[src/rtl/shift_sequencer.sv]
// shift_sequencer: multi-cycle controller for register-specified ARM shifts.
// Shifts the latched operand STEP bits per cycle and returns the shifter
// result plus carry-out under a start/busy/done handshake. busy drives the
// pipeline stall while the shift is in progress.
// Optional feature macro: SHIFT_EARLY_EXIT_EN clips the shift amount when it
// is latched, which bounds latency without changing any result.
module shift_sequencer #(
  parameter int STEP = 4
) (
  input  logic        clk,
  input  logic        rst_n,
  input  logic        start,
  input  logic        flush,
  input  logic [1:0]  shift_type,
  input  logic [7:0]  amount,
  input  logic [31:0] operand,
  input  logic        carry_in,
  output logic        busy,
  output logic        done,
  output logic [31:0] result,
  output logic        carry_out
);

  typedef enum logic [1:0] {
    IDLE  = 2'b00,
    SHIFT = 2'b01,
    DONE  = 2'b10
  } state_t;

  localparam logic [1:0] T_LSL = 2'b00;
  localparam logic [1:0] T_LSR = 2'b01;
  localparam logic [1:0] T_ASR = 2'b10;
  localparam logic [1:0] T_ROR = 2'b11;

  state_t      state;
  state_t      state_next;

  logic [31:0] val;
  logic        cval;
  logic [7:0]  rem;
  logic [1:0]  typ;

  logic [7:0]  eff_amount;
  logic [7:0]  step_k;
  logic [7:0]  rem_next;
  logic [31:0] shift_val;
  logic        shift_c;
  logic        accept;
  logic        step_en;
  logic        finish;

`ifdef SHIFT_EARLY_EXIT_EN
  // Clip the requested amount to the point where further steps change nothing.
  always_comb begin
    eff_amount = amount;
    case (shift_type)
      T_LSL, T_LSR: begin
        if (amount > 8'd33) begin
          eff_amount = 8'd33;
        end else begin
          eff_amount = amount;
        end
      end
      T_ASR: begin
        if (amount > 8'd32) begin
          eff_amount = 8'd32;
        end else begin
          eff_amount = amount;
        end
      end
      T_ROR: begin
        if ((amount[4:0] == 5'd0) && (amount != 8'd0)) begin
          eff_amount = 8'd32;
        end else begin
          eff_amount = {3'b000, amount[4:0]};
        end
      end
      default: eff_amount = amount;
    endcase
  end
`else
  // Without clipping the full Rs[7:0] value is iterated.
  always_comb begin
    eff_amount = amount;
  end
`endif

  // Bits consumed this cycle and the count left afterwards.
  always_comb begin
    step_k   = (rem > 8'(STEP)) ? 8'(STEP) : rem;
    rem_next = rem - step_k;
  end

  // Apply up to STEP single-bit shifts; carry tracks the last bit moved out.
  always_comb begin
    shift_val = val;
    shift_c   = cval;
    for (int i = 0; i < STEP; i++) begin
      if (8'(i) < step_k) begin
        case (typ)
          T_LSL: begin
            shift_c   = shift_val[31];
            shift_val = {shift_val[30:0], 1'b0};
          end
          T_LSR: begin
            shift_c   = shift_val[0];
            shift_val = {1'b0, shift_val[31:1]};
          end
          T_ASR: begin
            shift_c   = shift_val[0];
            shift_val = {shift_val[31], shift_val[31:1]};
          end
          T_ROR: begin
            shift_val = {shift_val[0], shift_val[31:1]};
            shift_c   = shift_val[31];
          end
          default: begin
            shift_val = shift_val;
            shift_c   = shift_c;
          end
        endcase
      end else begin
        shift_val = shift_val;
        shift_c   = shift_c;
      end
    end
  end

  // Next-state decode; flush outranks start in every state.
  always_comb begin
    state_next = state;
    accept     = 1'b0;
    step_en    = 1'b0;
    finish     = 1'b0;
    case (state)
      IDLE, DONE: begin
        if (start && !flush) begin
          accept = 1'b1;
          if (eff_amount == 8'd0) begin
            state_next = DONE;
          end else begin
            state_next = SHIFT;
          end
        end else begin
          state_next = IDLE;
        end
      end
      SHIFT: begin
        if (flush) begin
          state_next = IDLE;
        end else begin
          step_en = 1'b1;
          if (rem_next == 8'd0) begin
            finish     = 1'b1;
            state_next = DONE;
          end else begin
            state_next = SHIFT;
          end
        end
      end
      default: state_next = IDLE;
    endcase
  end

  // State register with busy/done registered from the next state.
  always_ff @(posedge clk or negedge rst_n) begin
    if (!rst_n) begin
      state <= IDLE;
      busy  <= 1'b0;
      done  <= 1'b0;
    end else begin
      state <= state_next;
      busy  <= (state_next == SHIFT);
      done  <= (state_next == DONE);
    end
  end

  // Working registers and the held result/carry-out.
  always_ff @(posedge clk or negedge rst_n) begin
    if (!rst_n) begin
      val       <= 32'd0;
      cval      <= 1'b0;
      rem       <= 8'd0;
      typ       <= 2'b00;
      result    <= 32'd0;
      carry_out <= 1'b0;
    end else begin
      if (accept) begin
        val  <= operand;
        cval <= carry_in;
        rem  <= eff_amount;
        typ  <= shift_type;
        if (eff_amount == 8'd0) begin
          result    <= operand;
          carry_out <= carry_in;
        end
      end else if (step_en) begin
        val  <= shift_val;
        cval <= shift_c;
        rem  <= rem_next;
        if (finish) begin
          result    <= shift_val;
          carry_out <= shift_c;
        end
      end
    end
  end

endmodule

[config.mk]
export PLATFORM = sky130hd
export DESIGN_NAME = shift_sequencer
export DESIGN_NICKNAME = d
export VERILOG_FILES = /design/src/rtl/shift_sequencer.sv
export SDC_FILE = /design/constraint.sdc
export NUM_CORES = 1
export LEC_CHECK = 0
export ABC_AREA = 1
export BUFFER_PORTS_ARGS = -buffer_cell sky130_fd_sc_hd__buf_2
export CAP_MARGIN = 25
export CORE_MARGIN = 2
export CORE_UTILIZATION = 62
export CTS_CLUSTER_SIZE = 40
export DETAILED_ROUTE_END_ITERATION = 6
export GPL_TIMING_DRIVEN = 0
export PLACE_DENSITY = 0.84
export SETUP_SLACK_MARGIN = 0.1
export SLEW_MARGIN = 25
export SYNTH_ARGS = -nofsm -noshare
export SYNTH_HDL_FRONTEND = slang
export SYNTH_SLANG_ARGS = --single-unit
[constraint.sdc]
create_clock -name clk -period 6.7 [get_ports clk]
set_input_delay 1.34 -clock clk [delete_from_list [all_inputs] [get_ports clk]]
set_output_delay 1.34 -clock clk [all_outputs]
set_load 0.03 [all_outputs]
Yosys cells after proc, flatten, opt, wreduce, memory -nomap -nowiden:

Cells that the tools add are included.

* logic and storage cells: 77
* bits of input ports: 47
* bits in registers: 80
* output and inout bits: 35

* reductions and logical operators: 11
* magnitude comparators: 5
* mux-type cells: 43
* add/subtract/negate cells: 1
* eq/ne operators: 8

Operator list (count)
* $pmux 32 s4: 4
* $mux 32: 10
* $mux 8: 3
* $mux 1: 17
* $logic_not 8->1: 2
* $lt 1x8->1 const A: 2
* $lt 2x8->1 const A: 2
* $eq 2x2->1 const B: 4
* $gt 8x3->1 const B: 1
* $mux 2: 4
* $pmux 1 s2: 4
* $sub 8x8->8: 1
* $eq 2x1->1 const B: 3
* $logic_not 2->1: 2
* $pmux 2 s2: 1
* $reduce_bool 2->1: 2
* $reduce_and 3->1: 1
* $reduce_or 3->1: 1
* $ne 2x1->1 const B: 1
* $reduce_or 2->1: 1
* $logic_and 1x1->1: 1
* $logic_not 1->1: 1

Longest topological paths before layout:

Gate-level depths: netlist of run 1.

* depth after elaboration: 13
* gate-level depth with buffers: 18
* depth with buffers taken out: 17

Worst setup path after synthesis of run 1:

Ideal clock, no wire load.

* path type: input to register
* from: in flush
* to: reg rem[1]
* setup time: 0.145 ns
* stages: 7
* arrival: 2.557 ns
* setup slack: 3.998 ns
* data required time: 6.555 ns
* buffers on the path: 1
* cell sequence: nor3_1 -> clkinv_1 -> nand2_1 -> inv_1 -> clkbuf_1 -> nand2_1 -> o221ai_1

* cells in the longest elaborated chain, start to end: 5
* elaborated cells between the ends (all ways): 8
* classes of those cells: mux: 5; reduce/logical: 3

RTL lines
* from (decl): line 13 `input logic flush,`
* $logic_not 1->1: line 137 `if (start && !flush) begin`
* $logic_and 1x1->1: line 137
* $mux 1: line 137
* $mux 1: line 135 `case (state)`
* $mux 8 or $reduce_bool 2->1 (tied branches)
* to (signal assigned): line 191 `rem <= eff_amount;`
* to (signal assigned): line 200 `rem <= rem_next;`
* to (decl): line 40 `logic [7:0] rem;`

Parallel ways exist; a longest one is shown, timed or not.
A chain may end at the register's enable or synchronous reset.

Worst setup path in the final report of run 1:

* from: in flush
* to: reg val[11]

* cells in the longest elaborated chain, start to end: 5
* elaborated cells between the ends (all ways): 8
* classes of those cells: mux: 5; reduce/logical: 3

RTL lines
* $logic_not 1->1: line 137
* $logic_and 1x1->1: line 137
* $mux 1: line 137
* $mux 1: line 135
* $mux 32 or $reduce_bool 2->1 (tied branches)
* to (signal assigned): line 189 `val <= operand;`
* to (signal assigned): line 198 `val <= shift_val;`
* to (decl): line 38 `logic [31:0] val;`

Parallel ways exist; a longest one is shown, timed or not.

==> summary.txt, run 1 <==
Outcome
  • Run status: finished, final reports clean

Clock network
  • Total CTS buffers: 9
  • Clk_lat worst skew: 0.38 ns
  • Max clock buf depth: 2
  • Sinks on the clock net: 80
  • TritonCTS clock tree: done
  • Maximum level of the CTS H-tree: 3
  • Hold_buf cts: 0
  • Post-CTS Setup Bufs: 0
  • Root buf cell: sky130_fd_sc_hd__clkbuf_8
  • PostCTS Resize Cnt: 0
  • Post-CTS clock slew at the launch and capture registers of the worst setup and hold paths: 0.10 ns

Critical path
  • Critical Path Slowest Stage Cell: sky130_fd_sc_hd__clkbuf_1
  • Highest fanout seen on the critical path: 10
  • Arr. time, crit path: 3.86 ns
  • Largest stage delay, worst path: 0.68 ns
  • Count of buffering cells on the critical path with inverters included: 3
  • Type of destination of the critical path: flop
  • Critical path data required time: 7.00 ns
  • Launching element type of the critical path: primary input
  • Start-to-end type of the worst setup path: primary input to flop
  • Gate family responsible for the most delay along the worst path: buffers and inverters
  • Ordered cell list for the critical path: buf_2 -> nor3_1 -> clkinv_1 -> nand2_1 -> clkbuf_1 -> nand3_1 -> o21ai_0

STA
  • Remaining max-slew budget at the tightest pin: 43.18%
  • Final worst hold slack: 0.4799 ns
  • Final-layout setup total negative slack: 0 ns
  • Post-route clock skew: 0.01606 ns
  • Maximum clock frequency: 281.1 MHz
  • Transition time of the tightest slew-check pin: 0.8524 ns
  • Final Slew Violations: 0
  • Hold Fails Final Rpt: 0
  • Share of the cycle needed by the critical path after routing: 53.10%
  • RSZ-0062 raised after global routing: false
  • Final setup violation count: 0
  • Minimum clock period: 3.558 ns

Layout
  • Fraction of the core area covered by cells at the end of the flow: 71.63%
  • Area growth from synthesis to layout: 11.91%
  • Number of inserted diodes: 0
  • Most frequent cells in the layout: 479 x sky130_fd_sc_hd__nand2_1, 190 x sky130_fd_sc_hd__nand3_1, 100 x sky130_fd_sc_hd__buf_2
  • Commonest non-fill, non-tap cell in the layout: sky130_fd_sc_hd__nand2_1
  • Non-filler instance count after layout: 1345
  • Final Net Count: 1252
  • Layout cells sized above 1: 15.14%

Routing
  • Post-Route WL: 23460 um
  • DRC violations left: 0
  • Count of TritonRoute iterations in the first routing pass: 6
  • Number of vias in the routed layout: 7983
  • Antenna Violating Nets Remaining: 0
  • Number of DRC violations after detailed-routing iteration 0: 1091
  • Average detailed-routed wire length per instance: 17.44 um
  • Vias per cell: 5.935

Logic synthesis
  • Synth top area cells: sky130_fd_sc_hd__dfrtp_1 30%, sky130_fd_sc_hd__nand2_1 27%, sky130_fd_sc_hd__nand3_1 14%
  • Number of storage elements in the synthesis netlist: 80
  • Cell count after synthesis: 1111
  • Synth Area per Inst: 5.974 um^2
  • Post-Synthesis Net Count: 1159
  • Yosys Warn Count: 0
  • Number of distinct library cells after synthesis: 35
  • Share of synthesized area occupied by flip-flops and latches: 30.16%
  • Largest area contributor in the synthesized netlist: sky130_fd_sc_hd__dfrtp_1
  • Cell Area, Synth: 6638 um^2
  • Yosys top cell area share: 30.16%

Global route
  • Residual overflow from global routing: 0
  • Total track usage: 41.71%
  • Number of antenna violations at the first check in global routing: 0
  • Via count of the first global-routing pass: 7073
  • Wire length of the first global-routing pass: 36990 um
  • Maximum number of pins on one net before global-route repair: 49

Floorplan
  • Standard-cell row count: 37
  • Die Y: 107.5 um
  • Boundary pin count: 82
  • Initial core utilization: 64.01%
  • Die Span X: 107.5 um
  • Core Footprint: 10370 um^2
  • Floorplan die area: 11550 um^2

Hold path
  • Hold WC Path Type: flop to flop

Power and ir drop
  • Peak ir drop on the vdd network: 279.2 uV
  • Lkg Pwr: 4.085 nW
  • Power per standard cell area: 506.2 nW/um^2

Placement
  • Number of port buffers: 81
  • HPWL after DPL: 18520 um
  • Routability cong.: 1.016
  • Post-Place Cells: 1329

Run
  • Maximum capacitance violations: 0
## synth_stat cells
cell type                    n
sky130_fd_sc_hd__a21boi_1    1
sky130_fd_sc_hd__a21oi_1     2
sky130_fd_sc_hd__buf_1       8
sky130_fd_sc_hd__buf_2      20
sky130_fd_sc_hd__buf_4       4
sky130_fd_sc_hd__buf_6       4
sky130_fd_sc_hd__clkbuf_1   26
sky130_fd_sc_hd__clkinv_1    3
sky130_fd_sc_hd__conb_1      1
sky130_fd_sc_hd__dfrtp_1    80
sky130_fd_sc_hd__ha_1        1
sky130_fd_sc_hd__inv_1      53
sky130_fd_sc_hd__inv_2       7
sky130_fd_sc_hd__nand2_1   479
sky130_fd_sc_hd__nand2_2     2
sky130_fd_sc_hd__nand3_1   190
sky130_fd_sc_hd__nand3_2     1
sky130_fd_sc_hd__nand3_4     1
sky130_fd_sc_hd__nand3b_1    1
sky130_fd_sc_hd__nand4_1    46
sky130_fd_sc_hd__nand4_2     1
sky130_fd_sc_hd__nand4_4     1
sky130_fd_sc_hd__nor2_1     71
sky130_fd_sc_hd__nor2_2      4
sky130_fd_sc_hd__nor2_4      4
sky130_fd_sc_hd__nor3_1      1
sky130_fd_sc_hd__nor4_1      1
sky130_fd_sc_hd__o211ai_1    7
sky130_fd_sc_hd__o211ai_2    2
sky130_fd_sc_hd__o21ai_0    37
sky130_fd_sc_hd__o21ai_1     9
sky130_fd_sc_hd__o221ai_1    4
sky130_fd_sc_hd__or2_1       1
sky130_fd_sc_hd__or2_2      34
sky130_fd_sc_hd__xor2_1      4
## routing by layer
metal | wire length (um) | vias to the layer above | GRT usage (%) | part of all wire [%]
met1 | 9722 | 3599 | 59.72 | 41
met5 | 0 | - | 0 | 0
met2 | 9904 | 531 | 61.35 | 42
met3 | 3307 | 59 | 12.23 | 14
met4 | 528 | 0 | 11.90 | 2.3
li1 | - | 3794 | - | -
## logic make-up after synthesis
family                   synth area share, %
AND/OR/NAND/NOR                        55.51
flip-flops                             30.16
XOR/XNOR                              0.5277
adder cells (fa/ha/maj)               0.1885
other                                0.05650
buffers and inverters                  8.124
AO/OA/AOI/OAI                          5.429
## tightest hold or removal path: stages, from the launching register on
cell and delay (ns):
sky130_fd_sc_hd__dfrtp_1 0.34, sky130_fd_sc_hd__nand2_1 0.05, sky130_fd_sc_hd__nand2_1 0.06
## through the flow
step	area, um^2	setup slack [ns]	total power, mW
after floorplan	6638	3.998	2.586
after global placement	7213	2.933	3.243
after detailed placement	7236	2.903	3.276
after CTS	7428	3.326	3.651
after global routing	7428	3.120	4.054
final	7428	3.142	3.760
## sequential cells by signal, summed over array words and instances (netlist names)
register,flops
typ,2
busy,1
state,2
rem,8
val,32
done,1
result,32
carry_out,1
cval,1
## power by group
part           internal [mW]  total, mW  switching, mW  leakage, nW
clock network          0.153      0.364          0.210        0.100
logic                  0.742       2.52           1.77         2.95
registers              0.671      0.881          0.210         1.03
total                   1.57       3.76           2.19         4.09
## worst paths after layout
| check | from | depth (start not counted) | endpoint | slack (ns) |
|---|---|---|---|---|
| min reg2reg | result[23] | 2 | result[23] | 0.48 |
| min | result[23] | 2 | result[23] | 0.48 |
| max in group asynchronous | rst_n | 2 | val[29] | 5.12 |
| min in group asynchronous | rst_n | 1 | result[4] | 0.98 |
| max | flush | 7 | val[11] | 3.14 |
| max reg2reg | state[1] | 6 | val[11] | 3.84 |
## layout make-up
| cell class | count | area (um^2) |
|---|---|---|
| Buffer | 62 | 302.8 |
| Clock buffer | 10 | 137.6 |
| Clock inverter | 6 | 55.05 |
| Fill cell | 933 | 2942 |
| Inverter | 63 | 236.5 |
| Multi-Input combinational cell | 906 | 4096 |
| Sequential cell | 80 | 2002 |
| Tap cell | 136 | 170.2 |
| Timing Repair Buffer | 82 | 427.9 |
Power figures use the tool's default switching activity.
==> run 2, diff against run 1 <==
--- a/config.mk
+++ b/config.mk
@@ -9,11 +9,11 @@
 export BUFFER_PORTS_ARGS = -buffer_cell sky130_fd_sc_hd__buf_2
 export CAP_MARGIN = 25
 export CORE_MARGIN = 2
-export CORE_UTILIZATION = 62
+export CORE_UTILIZATION = 60
 export CTS_CLUSTER_SIZE = 40
 export DETAILED_ROUTE_END_ITERATION = 6
 export GPL_TIMING_DRIVEN = 0
-export PLACE_DENSITY = 0.84
+export PLACE_DENSITY = 0.82
 export SETUP_SLACK_MARGIN = 0.1
 export SLEW_MARGIN = 25
 export SYNTH_ARGS = -nofsm -noshare
==> constraint.sdc (replaced) <==
create_clock -name clk -period 3.5 [get_ports clk]
set_input_delay 0.7 -clock clk [delete_from_list [all_inputs] [get_ports clk]]
set_output_delay 0.7 -clock clk [all_outputs]
set_load 0.03 [all_outputs]
==> summary.txt, run 2 (same netlist as run 1, synthesis figures left out) <==
Outcome
  • Run status: finished, final reports clean

STA
  • Minimum clock period: 2.857 ns
  • Final-layout setup total negative slack: 0 ns
  • Final Slew Violations: 0
  • Remaining max-slew budget at the tightest pin: 49.31%
  • Hold Fails Final Rpt: 0
  • Maximum clock frequency: 350.1 MHz
  • RSZ-0062 raised after global routing: false
  • Final setup violation count: 0
  • Share of the cycle needed by the critical path after routing: 81.62%
  • Post-route clock skew: 0.01958 ns
  • Transition time of the tightest slew-check pin: 0.7603 ns

Floorplan
  • Die Span X: 109.2 um
  • Core Footprint: 10840 um^2
  • Standard-cell row count: 38
  • Boundary pin count: 82
  • Initial core utilization: 61.23%
  • Floorplan die area: 11920 um^2
  • Die Y: 109.2 um

Critical path
  • Highest fanout seen on the critical path: 10
  • Launching element type of the critical path: primary input
  • Minimum setup slack among reg-to-reg paths: 0.72 ns
  • Worst r2r path cells: 6
  • Critical path data required time: 3.81 ns
  • Arr. time, crit path: 3.16 ns
  • Launch instance of the worst register-to-register path: state[1]
  • Critical register-to-register path endpoint: val[11]
  • Start-to-end type of the worst setup path: primary input to flop
  • Type of destination of the critical path: flop

Clock network
  • Maximum level of the CTS H-tree: 3
  • PostCTS Resize Cnt: 0
  • Max clock buf depth: 2
  • Total CTS buffers: 9
  • Clk_lat worst skew: 0.39 ns
  • Root buf cell: sky130_fd_sc_hd__clkbuf_8
  • TritonCTS clock tree: done
  • Post-CTS Setup Bufs: 0
  • Post-CTS clock slew at the launch and capture registers of the worst setup and hold paths: 0.10 ns
  • Hold_buf cts: 0
  • Sinks on the clock net: 80

Global route
  • Number of antenna violations at the first check in global routing: 0
  • Total track usage: 41.25%
  • Wire length of the first global-routing pass: 37320 um
  • Residual overflow from global routing: 0
  • Via count of the first global-routing pass: 7154
  • Maximum number of pins on one net before global-route repair: 44

Routing
  • DRC violations left: 0
  • Number of DRC violations after detailed-routing iteration 0: 1212
  • Count of TritonRoute iterations in the first routing pass: 6
  • Average detailed-routed wire length per instance: 17.86 um
  • Antenna Violating Nets Remaining: 0
  • Number of vias in the routed layout: 8002
  • Vias per cell: 5.932
  • Post-Route WL: 24100 um

Power and ir drop
  • Lkg Pwr: 4.069 nW
  • Peak ir drop on the vdd network: 453.5 uV
  • Power per standard cell area: 969.3 nW/um^2
  • Total power of the final layout: 7.202 mW

Placement
  • Number of port buffers: 81
  • HPWL after DPL: 18960 um
  • Placed instance area: 7241 um^2
  • Routability cong.: 1.022

Layout
  • Final instance area: 7431 um^2
  • Final Net Count: 1252
  • Layout cells sized above 1: 15.14%
  • Area growth from synthesis to layout: 11.95%
  • Commonest non-fill, non-tap cell in the layout: sky130_fd_sc_hd__nand2_1
  • Largest regs: result x32, val x32, rem x8
  • Most frequent cells in the layout: 479 x sky130_fd_sc_hd__nand2_1, 190 x sky130_fd_sc_hd__nand3_1, 100 x sky130_fd_sc_hd__buf_2
  • Number of inserted diodes: 0

Hold path
  • Hold WC Path Type: primary input to async pin

Run
  • Maximum capacitance violations: 0
## run 2: metrics by stage
| stage | hold slack (ns) | cells | worst slack, ns | util [%] |
|---|---|---|---|---|
| floorplan | 0.4044 | 1111 | 1.375 | - |
| global placement | 0.4612 | 1332 | 0.4050 | 66.59 |
| detailed placement | 0.4606 | 1333 | 0.4384 | 66.79 |
| CTS | 0.3098 | 1349 | 0.8169 | 68.55 |
| global route | 0.3233 | 1349 | 0.5266 | 68.55 |
| finish | 0.2954 | 1349 | 0.6434 | 68.55 |
## run 2: metal layers
layer | GRT usage [%] | up-vias | wire [um]
li1 | - | 3802 | -
met1 | 59.77 | 3654 | 10360
met2 | 59.98 | 487 | 10050
met3 | 10.52 | 59 | 3083
met4 | 13.56 | 0 | 613
met5 | 0 | - | 0
## run 2: area by class of cell
class	count	area [um^2]
repair buffers	82	427.9
multi-input cells	906	4096
clock buffers	11	151.4
fillers	1019	3410
flip-flops and latches	80	2002
inverters	63	236.5
well taps	140	175.2
clock inverters	5	38.79
plain buffers	62	302.8
## run 2: where the power goes
part	internal, mW	switching [mW]
Combinational	1.42	3.40
Sequential	1.28	0.405
Clock	0.299	0.391
Total	3.00	4.20
## run 2: worst max-delay path by stage
stage | slack, ns | startpoint | end
after floorplan | 1.38 | rem[6] | result[3]
after global placement | 0.40 | flush | val[18]
after detailed placement | 0.44 | flush | val[18]
after CTS | 0.82 | flush | val[18]
after global routing | 0.53 | flush | val[11]
final | 0.64 | flush | val[11]
## run 2: critical path, stage by stage
cell and delay (ns):
sky130_fd_sc_hd__buf_2 0.10, sky130_fd_sc_hd__nor3_1 0.51, sky130_fd_sc_hd__clkinv_1 0.44, sky130_fd_sc_hd__nand2_1 0.33, sky130_fd_sc_hd__clkbuf_1 0.62, sky130_fd_sc_hd__nand3_1 0.31, sky130_fd_sc_hd__o21ai_0 0.14
